**config.mk**
```make
export PLATFORM = sky130hd
export DESIGN_NAME = e_md_requester_flat
export DESIGN_NICKNAME = d
export VERILOG_FILES = /design/src/rtl/md_pkg.sv /design/src/rtl/e_md_requester_if.sv /design/src/rtl/md_wait_watchdog.sv /design/src/rtl/e_md_requester.sv /design/src/flat_wrapper.sv
export SDC_FILE = /design/constraint.sdc
export NUM_CORES = 1
export LEC_CHECK = 0
export ABC_AREA = 1
export CAP_MARGIN = 10
export CORE_MARGIN = 1
export CORE_UTILIZATION = 41
export CTS_BUF_LIST = sky130_fd_sc_hd__clkbuf_4 sky130_fd_sc_hd__clkbuf_8 sky130_fd_sc_hd__clkbuf_16
export CTS_CLUSTER_SIZE = 14
export DETAILED_ROUTE_END_ITERATION = 6
export PLACE_DENSITY = 0.87
export RECOVER_POWER = 100
export SYNTH_ARGS = -nofsm -noshare
export SYNTH_HDL_FRONTEND = slang
export SYNTH_SLANG_ARGS = --single-unit
```
**constraint.sdc**
```tcl
create_clock -name clk -period 1.84 [get_ports clk]
set_clock_uncertainty 0.15 [all_clocks]
set_input_delay 0.368 -clock clk [delete_from_list [all_inputs] [get_ports clk]]
set_output_delay 0.368 -clock clk [all_outputs]
set_load 0.1 [all_outputs]
```
**src/rtl/md_pkg.sv**
```systemverilog
// Shared encodings for the E-stage multiply/divide requester: request opcodes,
// unit control codes, FSM states and the opcode-to-control mapping.
package md_pkg;

  typedef enum logic [2:0] {
    OP_MULT  = 3'd0,
    OP_MULTU = 3'd1,
    OP_DIV   = 3'd2,
    OP_DIVU  = 3'd3,
    OP_MTHI  = 3'd4,
    OP_MTLO  = 3'd5,
    OP_MFHI  = 3'd6,
    OP_MFLO  = 3'd7
  } md_op_e;

  localparam logic [3:0] CTRL_MULT  = 4'h0;
  localparam logic [3:0] CTRL_MULTU = 4'h1;
  localparam logic [3:0] CTRL_DIV   = 4'h2;
  localparam logic [3:0] CTRL_DIVU  = 4'h3;
  localparam logic [3:0] CTRL_MTHI  = 4'h4;
  localparam logic [3:0] CTRL_MTLO  = 4'h5;
  localparam logic [3:0] CTRL_IDLE  = 4'hF;

  typedef enum logic [1:0] {
    ST_IDLE  = 2'd0,
    ST_ISSUE = 2'd1,
    ST_WAIT  = 2'd2
  } md_state_e;

  // MFHI/MFLO never reach the unit, so they map onto the hold code.
  function automatic logic [3:0] op_to_ctrl(input md_op_e op, input logic [3:0] idle_ctrl);
    logic [3:0] ctrl;
    case (op)
      OP_MULT:  ctrl = CTRL_MULT;
      OP_MULTU: ctrl = CTRL_MULTU;
      OP_DIV:   ctrl = CTRL_DIV;
      OP_DIVU:  ctrl = CTRL_DIVU;
      OP_MTHI:  ctrl = CTRL_MTHI;
      OP_MTLO:  ctrl = CTRL_MTLO;
      default:  ctrl = idle_ctrl;
    endcase
    return ctrl;
  endfunction

endpackage

```
**src/rtl/e_md_requester_if.sv**
```systemverilog
// Request, unit-drive and read-back signals of the MD requester.
// master = requester view, slave = pipeline/unit view.
interface e_md_requester_if;
  logic        req_valid;
  logic [2:0]  req_op;
  logic [31:0] req_a;
  logic [31:0] req_b;
  logic        req_ready;
  logic        int_req;
  logic        md_start;
  logic [3:0]  md_ctrl;
  logic [31:0] md_a;
  logic [31:0] md_b;
  logic        md_int_req;
  logic        md_busy;
  logic [31:0] md_hi;
  logic [31:0] md_lo;
  logic        rd_valid;
  logic [31:0] rd_data;
  logic        stall;
  logic        md_err;

  modport master (
    input  req_valid, req_op, req_a, req_b, int_req, md_busy, md_hi, md_lo,
    output req_ready, md_start, md_ctrl, md_a, md_b, md_int_req,
           rd_valid, rd_data, stall, md_err
  );

  modport slave (
    output req_valid, req_op, req_a, req_b, int_req, md_busy, md_hi, md_lo,
    input  req_ready, md_start, md_ctrl, md_a, md_b, md_int_req,
           rd_valid, rd_data, stall, md_err
  );
endinterface

```
**src/rtl/md_wait_watchdog.sv**
```systemverilog
// WAIT-state watchdog: counts WAIT cycles, expire fires in the TIMEOUT-th still-busy
// cycle and err is a sticky flop cleared only by reset.
module md_wait_watchdog #(
  parameter int TIMEOUT = 16
) (
  input  logic clk,
  input  logic reset,
  input  logic in_wait,
  input  logic md_busy,
  output logic expire,
  output logic err
);
  localparam int CW = $clog2(TIMEOUT + 1);

  logic [CW-1:0] cnt_q, cnt_d;
  logic          err_q, err_d;

  always_comb begin
    cnt_d  = '0;
    if (in_wait) cnt_d = cnt_q + 1'b1;
    expire = in_wait & md_busy & (cnt_q == CW'(TIMEOUT - 1));
    err_d  = err_q | expire;
  end

  always_ff @(posedge clk) begin
    if (!reset) begin
      cnt_q <= '0;
      err_q <= 1'b0;
    end else begin
      cnt_q <= cnt_d;
      err_q <= err_d;
    end
  end

  assign err = err_q;
endmodule

```
**src/rtl/e_md_requester.sv**
```systemverilog
// E-stage MD requester: ISSUE outputs one cycle after accept, MFHI/MFLO data one cycle after accept;
// stalls the pipeline while issuing or unit busy. MD_WAIT_TIMEOUT_EN adds a WAIT watchdog driving md_err.
module e_md_requester #(
  parameter int         TIMEOUT   = 16,
  parameter logic [3:0] IDLE_CTRL = 4'hF
) (
  input logic              clk,
  input logic              reset,
  e_md_requester_if.master bus
);
  import md_pkg::*;

  md_state_e   state_q, state_d;
  md_op_e      op_q, op_d;
  logic        md_start_q, md_start_d;
  logic [3:0]  md_ctrl_q, md_ctrl_d;
  logic [31:0] md_a_q, md_a_d;
  logic [31:0] md_b_q, md_b_d;
  logic        rd_valid_q, rd_valid_d;
  logic [31:0] rd_data_q, rd_data_d;

  md_op_e req_op;
  logic   req_ready;
  logic   accept;
  logic   in_wait;
  logic   wd_expire;
  logic   wd_err;

  assign req_op    = md_op_e'(bus.req_op);
  assign req_ready = reset & (state_q == ST_IDLE) & ~bus.md_busy & ~bus.int_req;
  assign accept    = bus.req_valid & req_ready;
  assign in_wait   = (state_q == ST_WAIT);

`ifdef MD_WAIT_TIMEOUT_EN
  md_wait_watchdog #(.TIMEOUT(TIMEOUT)) u_wd (
    .clk     (clk),
    .reset   (reset),
    .in_wait (in_wait),
    .md_busy (bus.md_busy),
    .expire  (wd_expire),
    .err     (wd_err)
  );
`else
  logic unused_cfg;
  assign unused_cfg = ^{TIMEOUT, in_wait};
  assign wd_expire  = 1'b0;
  assign wd_err     = 1'b0;
`endif

  always_comb begin
    state_d    = state_q;
    op_d       = op_q;
    md_start_d = 1'b0;
    md_ctrl_d  = IDLE_CTRL;
    md_a_d     = md_a_q;
    md_b_d     = md_b_q;
    rd_valid_d = 1'b0;
    rd_data_d  = rd_data_q;

    case (state_q)
      ST_IDLE: begin
        if (accept) begin
          if (req_op inside {OP_MFHI, OP_MFLO}) begin
            rd_valid_d = 1'b1;
            rd_data_d  = (req_op == OP_MFHI) ? bus.md_hi : bus.md_lo;
          end else begin
            state_d    = ST_ISSUE;
            op_d       = req_op;
            md_start_d = ~bus.req_op[2];
            md_ctrl_d  = op_to_ctrl(req_op, IDLE_CTRL);
            md_a_d     = bus.req_a;
            md_b_d     = bus.req_b;
          end
        end
      end
      ST_ISSUE: begin
        // An interrupt here makes the unit drop the op, so nothing is left to wait for.
        if (bus.int_req || (op_q inside {OP_MTHI, OP_MTLO})) state_d = ST_IDLE;
        else                                                  state_d = ST_WAIT;
      end
      ST_WAIT: begin
        if (!bus.md_busy || wd_expire) state_d = ST_IDLE;
      end
      default: state_d = ST_IDLE;
    endcase
  end

  always_ff @(posedge clk) begin
    if (!reset) begin
      state_q    <= ST_IDLE;
      op_q       <= OP_MULT;
      md_start_q <= 1'b0;
      md_ctrl_q  <= IDLE_CTRL;
      md_a_q     <= '0;
      md_b_q     <= '0;
      rd_valid_q <= 1'b0;
      rd_data_q  <= '0;
    end else begin
      state_q    <= state_d;
      op_q       <= op_d;
      md_start_q <= md_start_d;
      md_ctrl_q  <= md_ctrl_d;
      md_a_q     <= md_a_d;
      md_b_q     <= md_b_d;
      rd_valid_q <= rd_valid_d;
      rd_data_q  <= rd_data_d;
    end
  end

  // md_int_req must accompany md_start in the ISSUE cycle itself for the unit to discard the op.
  assign bus.md_int_req = (state_q == ST_ISSUE) & bus.int_req;
  assign bus.req_ready  = req_ready;
  assign bus.stall      = bus.req_valid & ~req_ready;
  assign bus.md_start   = md_start_q;
  assign bus.md_ctrl    = md_ctrl_q;
  assign bus.md_a       = md_a_q;
  assign bus.md_b       = md_b_q;
  assign bus.rd_valid   = rd_valid_q;
  assign bus.rd_data    = rd_data_q;
  assign bus.md_err     = wd_err;
endmodule

```
**src/flat_wrapper.sv**
```systemverilog
// flat-port wrapper written by rule: the top's interface ports become plain ports
module e_md_requester_flat import md_pkg::*;
#(
  parameter int         TIMEOUT   = 16,
  parameter logic [3:0] IDLE_CTRL = 4'hF
)
  (clk, reset, bus_req_valid, bus_req_op, bus_req_a, bus_req_b, bus_int_req, bus_md_busy, bus_md_hi, bus_md_lo, bus_req_ready, bus_md_start, bus_md_ctrl, bus_md_a, bus_md_b, bus_md_int_req, bus_rd_valid, bus_rd_data, bus_stall, bus_md_err);
  e_md_requester_if bus_i ();
  input logic clk;
  input logic reset;
  input wire logic [$bits(bus_i.req_valid)-1:0] bus_req_valid;
  input wire logic [$bits(bus_i.req_op)-1:0] bus_req_op;
  input wire logic [$bits(bus_i.req_a)-1:0] bus_req_a;
  input wire logic [$bits(bus_i.req_b)-1:0] bus_req_b;
  input wire logic [$bits(bus_i.int_req)-1:0] bus_int_req;
  input wire logic [$bits(bus_i.md_busy)-1:0] bus_md_busy;
  input wire logic [$bits(bus_i.md_hi)-1:0] bus_md_hi;
  input wire logic [$bits(bus_i.md_lo)-1:0] bus_md_lo;
  output wire logic [$bits(bus_i.req_ready)-1:0] bus_req_ready;
  output wire logic [$bits(bus_i.md_start)-1:0] bus_md_start;
  output wire logic [$bits(bus_i.md_ctrl)-1:0] bus_md_ctrl;
  output wire logic [$bits(bus_i.md_a)-1:0] bus_md_a;
  output wire logic [$bits(bus_i.md_b)-1:0] bus_md_b;
  output wire logic [$bits(bus_i.md_int_req)-1:0] bus_md_int_req;
  output wire logic [$bits(bus_i.rd_valid)-1:0] bus_rd_valid;
  output wire logic [$bits(bus_i.rd_data)-1:0] bus_rd_data;
  output wire logic [$bits(bus_i.stall)-1:0] bus_stall;
  output wire logic [$bits(bus_i.md_err)-1:0] bus_md_err;
  assign bus_i.req_valid = bus_req_valid;
  assign bus_i.req_op = bus_req_op;
  assign bus_i.req_a = bus_req_a;
  assign bus_i.req_b = bus_req_b;
  assign bus_i.int_req = bus_int_req;
  assign bus_i.md_busy = bus_md_busy;
  assign bus_i.md_hi = bus_md_hi;
  assign bus_i.md_lo = bus_md_lo;
  assign bus_req_ready = bus_i.req_ready;
  assign bus_md_start = bus_i.md_start;
  assign bus_md_ctrl = bus_i.md_ctrl;
  assign bus_md_a = bus_i.md_a;
  assign bus_md_b = bus_i.md_b;
  assign bus_md_int_req = bus_i.md_int_req;
  assign bus_rd_valid = bus_i.rd_valid;
  assign bus_rd_data = bus_i.rd_data;
  assign bus_stall = bus_i.stall;
  assign bus_md_err = bus_i.md_err;
  e_md_requester #(.TIMEOUT(TIMEOUT), .IDLE_CTRL(IDLE_CTRL)) u_core (.clk(clk), .reset(reset), .bus(bus_i));
endmodule
```
==> flow_summary.ini <==
[global_route]
grt_pass1_vias = 5545
grt_pass1_wl_mm = 26.23
grt_max_degree = 66
gr-usage-all-layers_pct = 26.35
antenna_found_initial = 0
overflow = 0

[critical_path]
critPathMaxFanout = 7
startpoint_type = flip-flop
path_cells = nor2_4 > nand2_2 > nor2_4 > buf_12 > nor2_4 > buf_12
critPathKind = flip-flop to primary output
endpoint_kind = primary output
cp_common_cell = nor2_4
cp_data_arrival_time_ns = 1.31
cp_slowest_cell = dfxtp_4
critPathBufInv = 2
cp.depth = 6
reg2regPathDepth = 8
worst_ep_required_time_ns = 1.32
critical-path-top-delay-family = flip-flops
cp_slowest_stage_delay_ns = 0.36

[final_layout]
antenna_cells = 0
syn2layout_area_growth_pct = 82.44
nNetsFinal = 1138
drive_gt1_share_pct = 16.88
fillCellCount = 704

[logic_synthesis]
synthMuxAreaShare_pct = 0
ys_seq_area_share_pct = 43.03
synthSimpleGateAreaFrac_pct = 42.93
synth_cells = 776
synth-seq-cells = 106
synth_fp_nets = 912
avgSynthCellArea_sq_um = 6.354
syn_area_sq_um = 4931
synth_xor_area_share_pct = 0
synth-compound-area-share_pct = 0.4567
yosys_warnings = 0
synth_top_family_by_area = simple AND/OR/NAND/NOR gates
synth_cell_type_count = 20
synthAdderAreaFrac_pct = 0

[routing]
drc = 18
postRouteAntennaNets = 0
vias = 5685
totalWireLength_mm = 16.14
dr.pass1.iters = 7
via_per_inst = 4.943
wl_per_cell_um = 14.03
drt_iter0_markers = 485

[clock_network]
clockBufferDepth = 2
cts_tree = done
cts_sinks = 106
insertion_delay_ns = 0.34
cts_hold_buf = 0
htreeDepth = 3
clock-root-buffer = clkbuf_16
clk_pin_slew_ns = 0.07
cts_inserted_buffers = 9

[floorplan]
io_pins = 242
rows = 39
core_sq_um = 11560
fp.dieH_um = 111.7
dieArea_sq_um = 12470
die_x_um = 111.7
start_util_pct = 42.64

[power]
power.share.switching_pct = 29.64
leakage_nw = 4.212
p_int_w = 0.004047
power.density_nw_per_um2 = 639.4
p_seq_share_pct = 41.8
switchingPower_w = 0.001705
comb_power_share_pct = 24.0
clock_power_share_pct = 34.2
ir_drop_mv = 0.5371
p_total_w = 0.005752

[run_status]
violations = design-rule violations
run_status = complete, but fails checks

[flow_run]
maxCapViolations = 0

[hold_path]
hold_path_class = primary input to flip-flop
hold_depth = 2

[sta]
setup_viol = 0
hold_slack_ns = 0.2414
fmax_ghz = 0.5480
fin_tns_setup_ns = 0
rsz0062_at_grt = yes
finalHoldViolations = 0
setup_slack_ns = 0.01508
finalMaxSlewViolations = 0
relSlewSlack_pct = 61.65
period_share_pct = 99.18
fin_crit_ns = 1.825
worstMarginPinSlew_ns = 0.5753

[placed_design]
globalplace.congestion = 0.8200
io_buffer_count = 240
pre_cts_slack_ns = -0.2002
dp_hpwl_mm = 11.84
[sequential cells by signal, indices dropped and copies added (netlist names)]
register and flops:
u_core.bus.md_a 32, u_core.bus.md_b 32, u_core.bus.md_ctrl 4, u_core.bus.md_start 1, u_core.bus.rd_data 32, u_core.bus.rd_valid 1, u_core.op_q 2, u_core.state_q 2
[through the flow]
stage	instance area, sq um	utilization (%)	instances
6_report	8996	77.79	1150
2_1_floorplan	4966	-	776
4_1_cts	8981	77.66	1148
3_5_place_dp	8648	74.78	1130
3_3_place_gp	8648	74.78	1130
5_1_grt	8996	77.79	1150
[cells by family (layout without fill, tap and decap cells)]
logic type / count (synthesis) / after routing
compound gates: 4 / 4
buf+inv: 162 / 393
flops: 106 / 106
other cells: 1 / 1
simple gates: 503 / 503
[synthesized netlist by cell type]
library cell,number,area [sq um]
buf_6,2,22.52
nand3_1,34,170.2
nor3_1,2,10.01
inv_2,2,7.510
clkbuf_1,18,67.56
buf_4,5,37.54
nor2_1,198,743.2
buf_1,13,48.80
conb_1,1,3.750
buf_2,19,95.09
nand4_1,66,412.9
o21ai_0,3,15.01
or2_2,1,6.260
clkinv_1,1,3.750
dfxtp_1,106,2122
nand2_1,197,739.5
nor2_2,4,25.02
a21boi_0,1,7.510
nand3_2,1,10.01
inv_1,102,382.9
[power by group through the flow]
stage                     Sequential (W)  Combinational, W  Clock (W)
after CTS                        0.00240           0.00138    0.00200
after floorplan                  0.00281          0.000350          0
after global routing             0.00241           0.00146    0.00210
after global placement           0.00245           0.00135          0
after detailed placement         0.00246           0.00137          0
final                            0.00240           0.00138    0.00196
[layer usage]
| layer | share of wire (%) | wire [um] | global-route usage, % | vias up |
|---|---|---|---|---|
| met5 | 0 | 0 | 0 | - |
| met4 | 2.9 | 463 | 11.26 | 0 |
| met3 | 7.9 | 1269 | 6.260 | 37 |
| met2 | 52 | 8364 | 47.91 | 242 |
| met1 | 37 | 6040 | 29.17 | 2599 |
| li1 | - | - | - | 2807 |
[cell type report]
| cell class | count | area [sq um] | share of cell area (%) |
|---|---|---|---|
| Timing Repair Buffer | 272 | 3806 | 42.31 |
| Multi-Input combinational cell | 508 | 2185 | 24.28 |
| Inverter | 105 | 394.1 | 4.381 |
| Clock inverter | 6 | 66.31 | 0.7371 |
| Tap cell | 143 | 178.9 | 1.989 |
| Sequential cell | 106 | 2127 | 23.64 |
| Clock buffer | 10 | 239.0 | 2.656 |
[final timing paths]
kind | from | to | slack, ns
worst max-delay path | u_core.state_q[1] | bus_stall | 0.02
worst min-delay path | bus_req_valid | u_core.bus.md_ctrl[3] | 0.24
worst max register to register | u_core.state_q[1] | u_core.bus.md_a[15] | 0.23
worst min register to register | u_core.op_q[1] | u_core.op_q[1] | 0.34
[cells in the final DEF, fill, tap and decap left out]
| master | n |
|---|---|
| a21boi_0 | 1 |
| buf_12 | 115 |
| buf_2 | 2 |
| buf_4 | 22 |
| bufinv_16 | 1 |
| clkbuf_16 | 9 |
| clkbuf_8 | 1 |
| clkdlybuf4s50_1 | 131 |
| clkinv_1 | 1 |
| clkinv_2 | 2 |
| clkinv_4 | 3 |
| conb_1 | 1 |
| dfxtp_1 | 104 |
| dfxtp_2 | 1 |
| dfxtp_4 | 1 |
| dlygate4sd2_1 | 2 |
| inv_1 | 102 |
| inv_2 | 2 |
| nand2_1 | 194 |
| nand2_2 | 3 |
| nand3_1 | 34 |
| nand3_2 | 1 |
| nand4_1 | 66 |
| nor2_1 | 197 |
| nor2_2 | 1 |
| nor2_4 | 4 |
| nor3_1 | 1 |
| nor3_4 | 1 |
| o21ai_0 | 3 |
| or2_2 | 1 |
[repair_timing]
item / 4_1_cts / 5_1_grt
buffers inserted: 2 / 2
setup endpoints to repair: 3 / 2
gates resized for setup: 8 / 0
pin swaps: 1 / 0
(Power assumes the default switching activity.)
